$ cat src/rtl/vga_timing_gen.sv
// Raster timing generator for 640x480@60Hz VGA: pixel-rate strobe, h/v counters,
// visible-area flag, sync pins and line/frame strobes for game logic.
module vga_timing_gen #(
  parameter int unsigned CLK_DIV   = 4,
  parameter int unsigned H_VISIBLE = 640,
  parameter int unsigned H_FP      = 16,
  parameter int unsigned H_SYNC    = 96,
  parameter int unsigned H_BP      = 48,
  parameter int unsigned V_VISIBLE = 480,
  parameter int unsigned V_FP      = 10,
  parameter int unsigned V_SYNC    = 2,
  parameter int unsigned V_BP      = 33,
  parameter bit          SYNC_POL  = 1'b0
) (
  input  logic       clk,
  input  logic       reset_n,
  output logic       pix_en,
  output logic [9:0] hCount,
  output logic [9:0] vCount,
  output logic       bright,
  output logic       hSync,
  output logic       vSync,
  output logic       line_tick,
  output logic       frame_tick
);

  localparam int unsigned H_TOTAL = H_VISIBLE + H_FP + H_SYNC + H_BP;
  localparam int unsigned V_TOTAL = V_VISIBLE + V_FP + V_SYNC + V_BP;
  localparam int unsigned DIV_W   = (CLK_DIV > 1) ? $clog2(CLK_DIV) : 1;

  localparam logic [DIV_W-1:0] DIV_LAST = DIV_W'(CLK_DIV - 1);
  localparam logic [9:0]       H_LAST   = 10'(H_TOTAL - 1);
  localparam logic [9:0]       V_LAST   = 10'(V_TOTAL - 1);
  // Sync window bounds are 11 bits so an end bound equal to 1024 still compares correctly.
  localparam logic [10:0]      H_VIS    = 11'(H_VISIBLE);
  localparam logic [10:0]      V_VIS    = 11'(V_VISIBLE);
  localparam logic [10:0]      HS_START = 11'(H_VISIBLE + H_FP);
  localparam logic [10:0]      HS_END   = 11'(H_VISIBLE + H_FP + H_SYNC);
  localparam logic [10:0]      VS_START = 11'(V_VISIBLE + V_FP);
  localparam logic [10:0]      VS_END   = 11'(V_VISIBLE + V_FP + V_SYNC);

  logic [DIV_W-1:0] div_q, div_d;
  logic             pix_en_q, pix_en_d;
  logic [9:0]       hcnt_q, hcnt_d;
  logic [9:0]       vcnt_q, vcnt_d;
  logic             bright_q, bright_d;
  logic             hsync_q, hsync_d;
  logic             vsync_q, vsync_d;
  logic             line_tick_q, line_tick_d;
  logic             frame_tick_q, frame_tick_d;
  logic [10:0]      h_ext, v_ext;

  always_comb begin
    div_d        = (div_q == DIV_LAST) ? '0 : div_q + DIV_W'(1);
    pix_en_d     = (div_q == DIV_LAST);
    hcnt_d       = hcnt_q;
    vcnt_d       = vcnt_q;
    line_tick_d  = 1'b0;
    frame_tick_d = 1'b0;

    // pix_en marks the last clk of a pixel; the counters step on the edge that ends it.
    if (pix_en_q) begin
      if (hcnt_q == H_LAST) begin
        hcnt_d      = '0;
        line_tick_d = 1'b1;
        vcnt_d      = (vcnt_q == V_LAST) ? '0 : vcnt_q + 10'd1;
        frame_tick_d = ({1'b0, vcnt_d} == V_VIS);
      end else begin
        hcnt_d = hcnt_q + 10'd1;
      end
    end

    // Decoded from the next-state counters so they line up with hCount/vCount.
    h_ext    = {1'b0, hcnt_d};
    v_ext    = {1'b0, vcnt_d};
    bright_d = (h_ext < H_VIS) && (v_ext < V_VIS);
    hsync_d  = ((h_ext >= HS_START) && (h_ext < HS_END)) ? SYNC_POL : ~SYNC_POL;
    vsync_d  = ((v_ext >= VS_START) && (v_ext < VS_END)) ? SYNC_POL : ~SYNC_POL;
  end

  always_ff @(posedge clk or negedge reset_n) begin
    if (!reset_n) begin
      div_q        <= '0;
      pix_en_q     <= 1'b0;
      hcnt_q       <= '0;
      vcnt_q       <= '0;
      bright_q     <= 1'b0;
      hsync_q      <= ~SYNC_POL;
      vsync_q      <= ~SYNC_POL;
      line_tick_q  <= 1'b0;
      frame_tick_q <= 1'b0;
    end else begin
      div_q        <= div_d;
      pix_en_q     <= pix_en_d;
      hcnt_q       <= hcnt_d;
      vcnt_q       <= vcnt_d;
      bright_q     <= bright_d;
      hsync_q      <= hsync_d;
      vsync_q      <= vsync_d;
      line_tick_q  <= line_tick_d;
      frame_tick_q <= frame_tick_d;
    end
  end

  assign pix_en     = pix_en_q;
  assign hCount     = hcnt_q;
  assign vCount     = vcnt_q;
  assign bright     = bright_q;
  assign hSync      = hsync_q;
  assign vSync      = vsync_q;
  assign line_tick  = line_tick_q;
  assign frame_tick = frame_tick_q;

endmodule
$ cat config.mk
export PLATFORM = sky130hd
export DESIGN_NAME = vga_timing_gen
export DESIGN_NICKNAME = d
export VERILOG_FILES = /design/src/rtl/vga_timing_gen.sv
export SDC_FILE = /design/constraint.sdc
export NUM_CORES = 1
export LEC_CHECK = 0
export ABC_CLOCK_PERIOD_IN_PS = 2620
export BUFFER_PORTS_ARGS = -buffer_cell sky130_fd_sc_hd__buf_2
export CORE_MARGIN = 2
export CORE_UTILIZATION = 29
export DETAILED_ROUTE_END_ITERATION = 8
export GPL_TIMING_DRIVEN = 0
export PLACE_DENSITY = 0.49
export SYNTH_ARGS = -nofsm -noshare
export SYNTH_HDL_FRONTEND = slang
export SYNTH_SLANG_ARGS = --single-unit
export TNS_END_PERCENT = 30
$ cat constraint.sdc
create_clock -name clk -period 2.62 [get_ports clk]
set_input_delay 0.786 -clock clk [delete_from_list [all_inputs] [get_ports clk]]
set_output_delay 0.786 -clock clk [all_outputs]
set_load 0.02 [all_outputs]
## Word-level counts from Yosys, hierarchy flattened

Index checks and enable logic that the tools add are counted.
W data, S select, Z words.

- Word-level logic and storage cells: 37
- Memory bits (writable): 0
- Memories kept: 0
- Register bits after elaboration: 28
- ROM bits: 0
- Latch bits: 0
- Bits of input ports: 2

- Multiplexer cells: 12
- Equal/unequal tests: 4
- Reduce and logical (&&, ||, !) cells: 3
- $lt $le $gt $ge: 6
- Divide/modulo/power cells: 0
- Bitwise operators: 0
- Add/sub/neg operators: 3
- Shift-type cells: 0
- $mul: 0

Operator list:

| cell | count |
|---|---|
| $mux W10 | 5 |
| $add A10 B1 Y10 const B | 2 |
| $eq A10 B10 Y1 const B | 2 |
| $lt A10 B10 Y1 const B | 2 |
| $lt A10 B9 Y1 const B | 2 |
| $eq A10 B9 Y1 const B | 1 |
| $ge A10 B10 Y1 const B | 1 |
| $ge A10 B9 Y1 const B | 1 |
| $mux W1 | 6 |
| $logic_and A1 B1 Y1 | 3 |
| $add A2 B1 Y2 const B | 1 |
| $eq A2 B2 Y1 const B | 1 |
| $mux W2 | 1 |

## Longest topological paths before layout

- Word-level depth: 7
- Mapped depth: 8
- Gate-level depth less buffers: 8

## Worst setup path after synthesis

OpenSTA, ideal clock, no wires.

- Path type: register -> register
- Start point: reg vcnt_q[0] (netlist: vCount[0])
- End point: reg vsync_q (netlist: vSync)
- Arrival: 2.439 ns
- Path buffers: 0
- Clock period less this slack: 2.533 ns
- Cell stages (with the launch flop): 8
- Data required time: 2.526 ns
- Slack: 0.087 ns
- Path through: dfrtp_1 > inv_1 > ha_1 > or4b_4 > nor4_4 > o21ai_2 > a22o_1 > or4_1

- Longest elaborated chain between the ends: 7
- Elaborated cells between the ends (all ways): 9
- Those cells by class: add/sub (1); order compare (2); eq/ne (1); mux (4); reduce/logical (1)

RTL lines:

| what | RTL line | source |
|---|---|---|
| from (decl) | 45 | `logic [9:0] vcnt_q, vcnt_d;` |
| from (signal assigned) | 96 | `vcnt_q <= vcnt_d;` |
| $add A10 B1 Y10 / $eq A10 B10 Y1 (equally long branches) | 66 | `vcnt_d = (vcnt_q == V_LAST) ? '0 : vcnt_q + 10'd1;` |
| $mux W10 * | 66 |  |
| $mux W10 * | 63 | `if (hcnt_q == H_LAST) begin` |
| $mux W10 * | 62 | `if (pix_en_q) begin` |
| named net vcnt_d[9] | 45 |  |
| $ge A10 B9 Y1 / $lt A10 B9 Y1 (equally long branches) | 78 | `vsync_d = ((v_ext >= VS_START) && (v_ext < VS_END)) ? SYNC_POL : ~SYNC_POL;` |
| $logic_and A1 B1 Y1 * | 78 |  |
| $mux W1 * | 78 |  |
| named net vsync_d | 48 | `logic vsync_q, vsync_d;` |
| to (signal assigned) | 89 | `vsync_q <= ~SYNC_POL;` |
| to (signal assigned) | 99 | `vsync_q <= vsync_d;` |
| to (decl) | 48 |  |

The timed path passes the listed nets; every way through them passes the cells marked *.

## Worst setup path after layout

Ends and elaborated chain as after synthesis.

==> impl_metrics.csv <==
group,metric,value,unit
run_status,outcome,"finished, final reports clean",
global_route,grt_max_degree,29,
synth,yosys_warnings,0,
routing,drc,0,
power_and_ir_drop,leakage,0.844,nW
power_and_ir_drop,pwr-share-clk,0.441,
setup_path,endpoint_kind,"flop",
power_and_ir_drop,combinationalPowerShare,0.011,
timing,period_share,0.958,
timing,drv_slew,0,
synth,async_flop_share,1.00,
routing,routed_wl,3.64,mm
timing,slew_headroom,0.582,
job,maxCapViolCount,0,
timing,finClkSkew,0.00623,ns
timing,finalCriticalPeriod,2.51,ns
routing,wl_per_cell,13.2,um
setup_path,setup.worst_path.class,"flop to flop",
global_route,first_global_vias,1259,
routing,vias,1355,
global_route,grt.overflow.total,0,
finish,layout_commonest_cell,"buf_2",
timing,hold_viol,0,
setup_path,cp_max_fo,8,
floorplan,ioPinCount,28,
synth,yosysTopAreaCellShare,0.407,
floorplan,core,5410,um2
cts,cts_sinks,28,
routing,drtIter0Drc,113,
timing,rsz0062_at_grt,"true",
synth,postSynthCellCount,169,
floorplan,die-height,78.3,um
cts,clkTransAtPathRegs,0.10,ns
routing,final_antenna_net_count,0,
global_route,antenna_found_initial,0,
finish,multi_input_area,823,um2
placement,place_hpwl,2.58,mm
setup_path,critPathRequiredTime,2.82,ns
timing,fmax,398,MHz
synth,synth-edff-count,0,
finish,post-route-util,0.357,
cts,numCtsBuffers,3,
finish,drive_gt1_frac,0.296,
min_path,worstHoldPathType,"flop to flop",
finish,fillers,575,
global_route,grtUsageTotal,0.128,
power_and_ir_drop,p_sw_frac,0.191,
synth,ys_seq_area_frac,0.439,
setup_path,setup.worst_path.start_class,"flop",
floorplan,die_w,78.3,um
global_route,grt_pass1_wl,6.27,mm
setup_path,r2r_slack,0.11,ns
power_and_ir_drop,sequentialPowerShare,0.548,
power_and_ir_drop,p_int,637,uW
floorplan,start_util,0.296,
synth,synth.avg_cell_area,9.47,um2
synth,synth_fp_nets,175,
finish,antennaDiodeCount,0,
cts,holdBufCountCts,0,
power_and_ir_drop,power.total,788,uW
cts,cts_buffer_depth,2,
synth,synth_ff_type,"dfrtp_1",
routing,avgViaCountPerCell,4.93,
finish,layout_common_cells,"buf_2 (29), dfrtp_1 (24), nor2_1 (19)",
floorplan,rows,27,
routing,first_pass_iters,4,
cts,htree_levels,1,
power_and_ir_drop,p_per_area,408,nW/um2
finish,seqCellArea,706,um2
placement,place_congestion,0.781,
cts,clkLatencyLatePin,0.28,ns
synth,syn_area,1600,um2
synth,yosys.cell_types.count,45,
power_and_ir_drop,netSwitchingPower,151,uW
cts,cts_tree,"done",
finish,syn2layout_area_growth,20.6,%
placement,port_buffers,27,
cts,clockRootBuffer,"clkbuf_8",
floorplan,dieArea,6130,um2
synth,yosysTopAreaCell,"dfrtp_1",
timing,tightest_slew,0.627,ns
placement,dp_slack,-0.0739,ns
power_and_ir_drop,ir_drop,0.169,mV
synth,synth_area_leaders,"dfrtp_1 (41%), nor2_1 (4.7%), xnor2_1 (3.8%)",
timing,fin_ws,0.109,ns
synth,yosys_register_bits,28,
finish,final_nets,210,
timing,setup_viol,0,
setup_path,crit_arrival,2.71,ns
critical path, cell delays in order, from the launching register on:
cell and delay, ns:
dfrtp_2 0.48, inv_2 0.08, ha_1 0.13, or4b_4 0.48, nor4_4 0.44, o21ai_2 0.10, a22o_1 0.20, or4_1 0.52
cells by family (layout without fill, tap and decap cells):
kind of cell	count (synthesis)	in the layout	share of synthesized area
DFF	28	28	0.439
buffers and inverters	14	48	0.0508
adders and majority gates	4	4	0.0313
muxes	6	6	0.0407
AOI/OAI and AO/OA	29	29	0.113
xor gates and xnor gates	10	10	0.0547
and+or+nand+nor	78	78	0.270
stage by stage:
step	hold slack [ns]	TNS (ns)	std cells	area [um2]
final	0.435	0	275	1930
after global routing	0.473	-0.00713	275	1930
after CTS	0.437	0	275	1920
after detailed placement	0.422	-0.0776	268	1830
after global placement	0.419	-0.131	268	1830
after floorplan	0.403	0	169	1600
power groups by stage:
| stage | clock (mW) | combinational (mW) | sequential [mW] |
|---|---|---|---|
| floorplan | 0 | 0.000000294 | 0.440 |
| global placement | 0 | 0.00977 | 0.440 |
| detailed placement | 0 | 0.00983 | 0.440 |
| CTS | 0.362 | 0.00972 | 0.432 |
| global route | 0.383 | 0.0110 | 0.432 |
| finish | 0.347 | 0.00865 | 0.432 |
metal layers:
layer | track usage | share of wire
met1 | 0.189 | 0.51
met3 | 0.0149 | 0.027
met2 | 0.195 | 0.46
met4 | 0.0421 | 0.0080
met5 | 0 | 0
area by class of cell:
cell class / instances / share of cell area
clock buffers: 3 / 0.0214
flip-flops and latches: 28 / 0.366
clock inverters: 1 / 0.0156
well taps: 72 / 0.0467
inverters: 5 / 0.00972
plain buffers: 9 / 0.0331
multi-input cells: 127 / 0.426
repair buffers: 30 / 0.0817
cells in the mapped netlist, types with 2 or more instances:
cell type   n
o21ai_0    10
nand2_1    14
xor2_1      3
inv_1       4
nand2b_1    2
a31oi_1     2
buf_2       2
and3_1      4
nand4b_1    4
nor3_1      5
nand4_1     7
a21oi_1     7
mux2_2      4
nor2_1     20
buf_6       2
dfrtp_1    26
mux2i_1     2
dfstp_2     2
xnor2_1     7
buf_4       3
or3_1       2
or4_1       2
clkbuf_1    2
nand3_1     8
ha_1        4
a22o_1      2
sequential cells by signal (all words and copies together) (netlist names):
register and cells:
bright 1, div_q 2, frame_tick 1, hCount 10, hSync 1, line_tick 1
pix_en 1, vCount 10, vSync 1
worst paths after layout:
kind                       startpoint   endpoint  cells past startpoint
hold reg to reg              div_q[0]   div_q[0]                      1
hold / removal               div_q[0]   div_q[0]                      1
min in group asynchronous     reset_n  vCount[7]                      1
max in group asynchronous     reset_n  vCount[0]                      1
setup / recovery            vCount[0]      vSync                      7
setup reg to reg            vCount[0]      vSync                      7
timing repair:
| item | CTS | global route |
|---|---|---|
| setup endpoints to repair | 2 | 6 |
| pin swaps | 1 | 1 |
| resized for setup | 0 | 8 |
| buffers inserted | 3 | 0 |
No activity file was read; power rests on OpenSTA's default activity.
